### src/rtl/down_counter_if.sv
// ============================================================================
// Module      : down_counter_if
// Description : Control/status bundle for down_counter: enable, load strobe,
//               load value, count, terminal-count pulse and busy flag.
// Revision    : 1.0  initial release
// ============================================================================
`default_nettype none

interface down_counter_if #(
    parameter int WIDTH = 8
);
    logic             E;
    logic             ld;
    logic [WIDTH-1:0] din;
    logic [WIDTH-1:0] d;
    logic             q;
    logic             busy;

    modport master (
        output E, ld, din,
        input  d, q, busy
    );

    modport slave (
        input  E, ld, din,
        output d, q, busy
    );
endinterface

`default_nettype wire

### src/rtl/down_counter.sv
// ============================================================================
// Module      : down_counter
// Description : Loadable down counter with IDLE/RUN/DONE control and a
//               one-cycle terminal-count pulse. Define
//               DOWN_COUNTER_AUTORELOAD_EN to reload from the last loaded
//               value after each DONE cycle.
// Revision    : 1.0  initial release
// ============================================================================
`default_nettype none

module down_counter #(
    parameter int WIDTH = 8
) (
    input  wire logic          ph1,
    input  wire logic          reset,
    down_counter_if.slave      bus
);
    localparam logic [1:0]       c_S_IDLE = 2'd0;
    localparam logic [1:0]       c_S_RUN  = 2'd1;
    localparam logic [1:0]       c_S_DONE = 2'd2;
    localparam logic [WIDTH-1:0] c_ZERO   = '0;
    localparam logic [WIDTH-1:0] c_ONE    = {{(WIDTH-1){1'b0}}, 1'b1};

    logic [1:0]       state_q, state_d;
    logic [WIDTH-1:0] count_q, count_d;
    logic             q_q;
    logic             busy_q;
`ifdef DOWN_COUNTER_AUTORELOAD_EN
    logic [WIDTH-1:0] rld_q, rld_d;
`endif

    always_comb begin
        state_d = state_q;
        count_d = count_q;
`ifdef DOWN_COUNTER_AUTORELOAD_EN
        rld_d   = rld_q;
`endif
        if (bus.ld) begin
            // A load is honoured in every state, DONE included, and beats E.
            count_d = bus.din;
            state_d = (bus.din != c_ZERO) ? c_S_RUN : c_S_IDLE;
`ifdef DOWN_COUNTER_AUTORELOAD_EN
            rld_d   = bus.din;
`endif
        end else begin
            case (state_q)
                c_S_RUN: begin
                    if (bus.E) begin
                        count_d = count_q - c_ONE;
                        if (count_q == c_ONE) begin
                            state_d = c_S_DONE;
                        end
                    end
                end
                c_S_DONE: begin
`ifdef DOWN_COUNTER_AUTORELOAD_EN
                    count_d = rld_q;
                    state_d = c_S_RUN;
`else
                    state_d = c_S_IDLE;
`endif
                end
                default: begin
                    state_d = c_S_IDLE;
                end
            endcase
        end
    end

    always_ff @(posedge ph1) begin
        if (reset) begin
            state_q <= c_S_IDLE;
            count_q <= c_ZERO;
            q_q     <= 1'b0;
            busy_q  <= 1'b0;
`ifdef DOWN_COUNTER_AUTORELOAD_EN
            rld_q   <= c_ZERO;
`endif
        end else begin
            state_q <= state_d;
            count_q <= count_d;
            q_q     <= (state_d == c_S_DONE);
            busy_q  <= (state_d == c_S_RUN);
`ifdef DOWN_COUNTER_AUTORELOAD_EN
            rld_q   <= rld_d;
`endif
        end
    end

    assign bus.d    = count_q;
    assign bus.q    = q_q;
    assign bus.busy = busy_q;
endmodule

`default_nettype wire

### src/flat_wrapper.sv
// flat-port wrapper written by rule: the top's interface ports become plain ports
module down_counter_flat 
#(
    parameter int WIDTH = 8
)
  (ph1, reset, bus_E, bus_ld, bus_din, bus_d, bus_q, bus_busy);
  down_counter_if #(.WIDTH(WIDTH)) bus_i ();
  input  wire logic ph1;
  input  wire logic reset;
  input wire logic [$bits(bus_i.E)-1:0] bus_E;
  input wire logic [$bits(bus_i.ld)-1:0] bus_ld;
  input wire logic [$bits(bus_i.din)-1:0] bus_din;
  output wire logic [$bits(bus_i.d)-1:0] bus_d;
  output wire logic [$bits(bus_i.q)-1:0] bus_q;
  output wire logic [$bits(bus_i.busy)-1:0] bus_busy;
  assign bus_i.E = bus_E;
  assign bus_i.ld = bus_ld;
  assign bus_i.din = bus_din;
  assign bus_d = bus_i.d;
  assign bus_q = bus_i.q;
  assign bus_busy = bus_i.busy;
  down_counter #(.WIDTH(WIDTH)) u_core (.ph1(ph1), .reset(reset), .bus(bus_i));
endmodule
### config.mk
export PLATFORM = sky130hd
export DESIGN_NAME = down_counter_flat
export DESIGN_NICKNAME = d
export VERILOG_FILES = /design/src/rtl/down_counter_if.sv /design/src/rtl/down_counter.sv /design/src/flat_wrapper.sv
export SDC_FILE = /design/constraint.sdc
export NUM_CORES = 1
export LEC_CHECK = 0
export ABC_AREA = 1
export CAP_MARGIN = 10
export CORE_MARGIN = 5
export CORE_UTILIZATION = 48
export CTS_CLUSTER_DIAMETER = 120
export DETAILED_ROUTE_END_ITERATION = 10
export PLACE_DENSITY = 0.87
export SLEW_MARGIN = 30
export SYNTH_ARGS = -nofsm -noshare
export SYNTH_HDL_FRONTEND = slang
export SYNTH_SLANG_ARGS = --single-unit
### constraint.sdc
create_clock -name ph1 -period 2.71 [get_ports ph1]
set_input_delay 0.542 -clock ph1 [delete_from_list [all_inputs] [get_ports ph1]]
set_output_delay 0.542 -clock ph1 [all_outputs]
set_load 0.01 [all_outputs]
# Yosys cells after proc, flatten, opt, wreduce, memory -nomap -nowiden
# Index checks and enable logic that the tools add are counted.
op_classes:
  add_sub_neg: 1
  n_mul: 0
  div: 0
  n_lt_le_gt_ge: 0
  eq_ne: 4
  shifts: 0
  n_mux: 8
  bitwise: 0
  n_reduce_logical: 4
ops:
  columns: ["operator", "count"]
  rows:
  - ["$mux 8", 3]
  - ["$eq 8x1->1 const B", 1]
  - ["$mux 2", 4]
  - ["$reduce_bool 8->1", 1]
  - ["$sub 8x1->8 const B", 1]
  - ["$eq 2x1->1 const B", 2]
  - ["$reduce_bool 2->1", 2]
  - ["$eq 2x2->1 const B", 1]
  - ["$reduce_and 2->1", 1]
  - ["$mux 1", 1]
word_totals:
  ff_bits: 12
  latchBits: 0
  ram_bits: 0
  romBits: 0
  output_inout_bits: 10
  n_memories: 0

# Depth between registers and ports, before layout
logic_depth:
  ltp_word: 6
  mapped_depth: 8
  mapped_depth_nobuf: 8

# Worst setup path before layout
# OpenSTA, ideal clock, no wires.
synth_timing:
  path_type: "reg-to-reg"
  startpoint: "register u_core.count_q[0], in the netlist u_core.bus.d[0]"
  endpoint: "register u_core.count_q[4], in the netlist u_core.bus.d[4]"
  setup_time_ps: 70
  t_arrival_ps: 1142
  required_ps: 2640
  path_slack_ps: 1498
  path_stages_with_launch: 7
  n_path_buf: 0
  path_cell_list: "dfxtp_1 > inv_1 > ha_1 > nand3_1 > xor2_1 > nand2_1 > a21oi_1"
synth_via:
  elab_chain_len: 4
synth_rtl:
  columns: ["item", "line_no", "rtl"]
  rows:
  - ["start, declared", "down_counter.sv:25", "logic [WIDTH-1:0] count_q, count_d;"]
  - ["start signal, assigned", "down_counter.sv:73", "count_q <= c_ZERO;"]
  - ["start signal, assigned", "down_counter.sv:81", "count_q <= count_d;"]
  - ["$sub 8x1->8", "down_counter.sv:49", "count_d = count_q - c_ONE;"]
  - ["$mux 8", "down_counter.sv:48", "if (bus.E) begin"]
  - ["$mux 8", "down_counter.sv:46", "case (state_q)"]
  - ["$mux 8", "down_counter.sv:38", "if (bus.ld) begin"]
# Every way passes these cells. The select of a mux whose other input is x is not followed.
# A chain may end at the register's enable or synchronous reset.

# Final worst setup path
layout_timing:
  startpoint: "register u_core.count_q[6], in the netlist u_core.bus.d[6]"
  endpoint: "output port bus_d[6]"
layout_lines:
  columns: ["item", "line_no", "rtl"]
  rows:
  - ["end, declared", "flat_wrapper.sv:13", "output wire logic [$bits(bus_i.d)-1:0] bus_d;"]
# No word-level cell between the ends.

==> flow_metrics.py <==
metrics = {
    "yosys": {
        "synth_most_common_cell": "nand2_1",
        "synth.distinct_cells": 22,
        "synth_top_area_cell": "dfxtp_1",
        "avgSynthCellArea_um2": 6.29,
        "synthFlopType": "dfxtp_1",
        "synthArstFlopShare_pct": 0,
        "synthTopCellsByArea": "dfxtp_1 (33%), nand2_1 (16%), inv_1 (8.2%)",
        "syn_nets": 130,
        "ys_ff_latch": 12,
        "synth_top_area_share_pct": 32.9,
        "synth_enable_flop_cells": 0,
        "syn-cell-area_um2": 729,
        "syn_inst": 116,
        "ys_seq_area_share_pct": 32.9,
        "synth_warnings": 0,
        "synth.top_cells.by_count": "nand2_1 (31), inv_1 (16), dfxtp_1 (12), nor2_1 (12), nand3_1 (11)",
    },
    "timing": {
        "finalSetupViolations": 0,
        "hold_violations": 0,
        "slew_headroom_pct": 67.8,
        "worst_slack_ns": 0.901,
        "rsz0062_at_grt": "no",
        "worst_pin_slew_ns": 0.482,
        "fin_crit_sh_pct": 66.8,
        "clock.fmax_ghz": 0.553,
        "tns_ns": 0,
        "finalMaxSlewViolations": 0,
        "skew_ns": 0.00649,
        "period_needed_ns": 1.81,
    },
    "clock_network": {
        "ctsResizeCount": 0,
        "tritoncts": "done",
        "ctsHoldBuffers": 0,
        "root_buffer": "clkbuf_4",
        "clock_latency_ns": 0.28,
        "cts_made_buffers": 3,
        "postCtsSetupBuffers": 0,
        "clock_path_buffers": 2,
        "cts.clk_slew.worst_paths_ns": 0.08,
        "htree_num_levels": 1,
        "cts_num_sinks": 12,
    },
    "routing": {
        "drt-total-wl_um": 1700,
        "drt_iter0_markers": 16,
        "drc_errors": 0,
        "viasPerCell": 5.23,
        "wl_per_cell_um": 10.9,
        "drtPass1Iterations": 4,
        "ant_nets": 0,
        "vias": 811,
    },
    "worst_setup_path": {
        "cp.required_ns": 2.17,
        "path_depth": 1,
        "crit_slowest_cell": "clkdlybuf4s50_1",
        "worst_setup_path_start_kind": "register",
        "path_buf_inv": 1,
        "arrival_ns": 1.27,
        "r2r_cells": 6,
        "worst-path-max-fanout": 6,
        "critPathKind": "reg -> out",
        "worstPathCellList": "clkdlybuf4s50_1",
        "end_kind": "output port",
        "critPathTopFamily": "buffers and inverters",
        "cpPeakStageDelay_ns": 0.57,
    },
    "final_layout": {
        "drive_gt1_share_pct": 7.19,
        "syn_to_final_growth_pct": 34.8,
        "diodes": 0,
        "nets": 154,
    },
    "floorplanning": {
        "fp.dieH_um": 49.0,
        "design.die.area_um2": 2400,
        "core_um2": 1470,
        "start_util_pct": 49.6,
        "num_rows": 14,
        "ios": 22,
        "dieWidth_um": 49.0,
    },
    "grt": {
        "grt_pass1_wl_um": 3190,
        "grt_max_degree": 13,
        "overflow": 0,
        "antenna_found_initial": 0,
        "grt_pass1_vias": 753,
        "grt_usage_pct": 16.8,
    },
    "pwr": {
        "p_clk_share_pct": 31.2,
        "ir_drop_mv": 0.406,
        "p_int_mw": 0.329,
        "seqPwrFrac_pct": 42.5,
        "p_sw_mw": 0.140,
        "p_comb_share_pct": 26.4,
        "swShare_pct": 29.9,
        "powerDensity_nw_per_um2": 477,
        "leakage_nw": 0.439,
    },
    "status": {
        "status": "complete, no violations",
    },
    "worst_hold_path": {
        "min_path_cells": 2,
        "hp-class": "reg -> reg",
    },
    "placed_design": {
        "gp_congestion": 0.864,
        "dp_slack_ns": 0.639,
        "port-buffer-count": 21,
        "dp_hpwl_um": 1330,
    },
    "run": {
        "maxCapViolCount": 0,
    },
}
worst paths after layout:
kind                         from              end  slack [ns]
setup / recovery  u_core.bus.d[6]         bus_d[6]        0.90
hold / removal    u_core.bus.d[1]  u_core.bus.d[1]        0.50
setup reg to reg  u_core.bus.d[0]  u_core.bus.d[4]        1.43
hold reg to reg   u_core.bus.d[1]  u_core.bus.d[1]        0.50
through the flow:
step / total power [mW] / util [%] / instances / cell area (um^2) / hold WS, ns
floorplan: 0.275 / - / 116 / 729 / 0.507
global placement: 0.325 / 64.4 / 151 / 947 / 0.486
detailed placement: 0.327 / 64.4 / 151 / 947 / 0.491
CTS: 0.475 / 66.8 / 155 / 983 / 0.505
global route: 0.507 / 66.8 / 155 / 983 / 0.531
finish: 0.469 / 66.8 / 155 / 983 / 0.502
cell type report:
| cell class | count | area (um^2) |
|---|---|---|
| fillers | 146 | 488 |
| multi-input cells | 84 | 409 |
| flip-flops and latches | 12 | 240 |
| repair buffers | 21 | 210 |
| inverters | 18 | 67.6 |
| clock buffers | 4 | 36.3 |
| well taps | 16 | 20.0 |
power by group through the flow:
stage                     combinational [mW]  sequential, mW  clock [mW]
after floorplan                       0.0693           0.206           0
after global placement                 0.122           0.203           0
after detailed placement               0.124           0.203           0
after CTS                              0.125           0.199       0.151
after global routing                   0.140           0.201       0.166
final                                  0.124           0.199       0.146
metal layers:
metal  track usage, %  routed length (um)
met1             20.5                 740
met5                0                   0
met2             25.2                 763
met3             5.20                 137
met4             10.8                  53
flip-flops by register name, indices dropped and copies added (netlist names):
signal,flops
u_core.bus.busy,1
u_core.bus.d,8
u_core.bus.q,1
u_core.state_q,2
cells in the final DEF (no fill, tap or decap), types with 2 or more instances in the layout:
| cell | count |
|---|---|
| inv_2 | 2 |
| nand2_1 | 31 |
| a21oi_1 | 9 |
| clkdlybuf4s50_1 | 21 |
| clkbuf_4 | 3 |
| inv_1 | 16 |
| nor2_1 | 12 |
| dfxtp_1 | 12 |
| nand3_1 | 11 |
| o21ai_0 | 6 |
| ha_1 | 2 |
| nor3_1 | 3 |
cells by family (layout without fill, tap and decap cells):
logic type	count (synthesis)	in the layout	share of synthesized area, %
simple gates	62	62	36.7
buf+inv	20	43	11.0
compound gates	18	18	13.6
flops	12	12	32.9
fa+ha+maj	2	2	3.43
xor+xnor	2	2	2.40
Note: power is estimated with default switching activity, not from simulation.
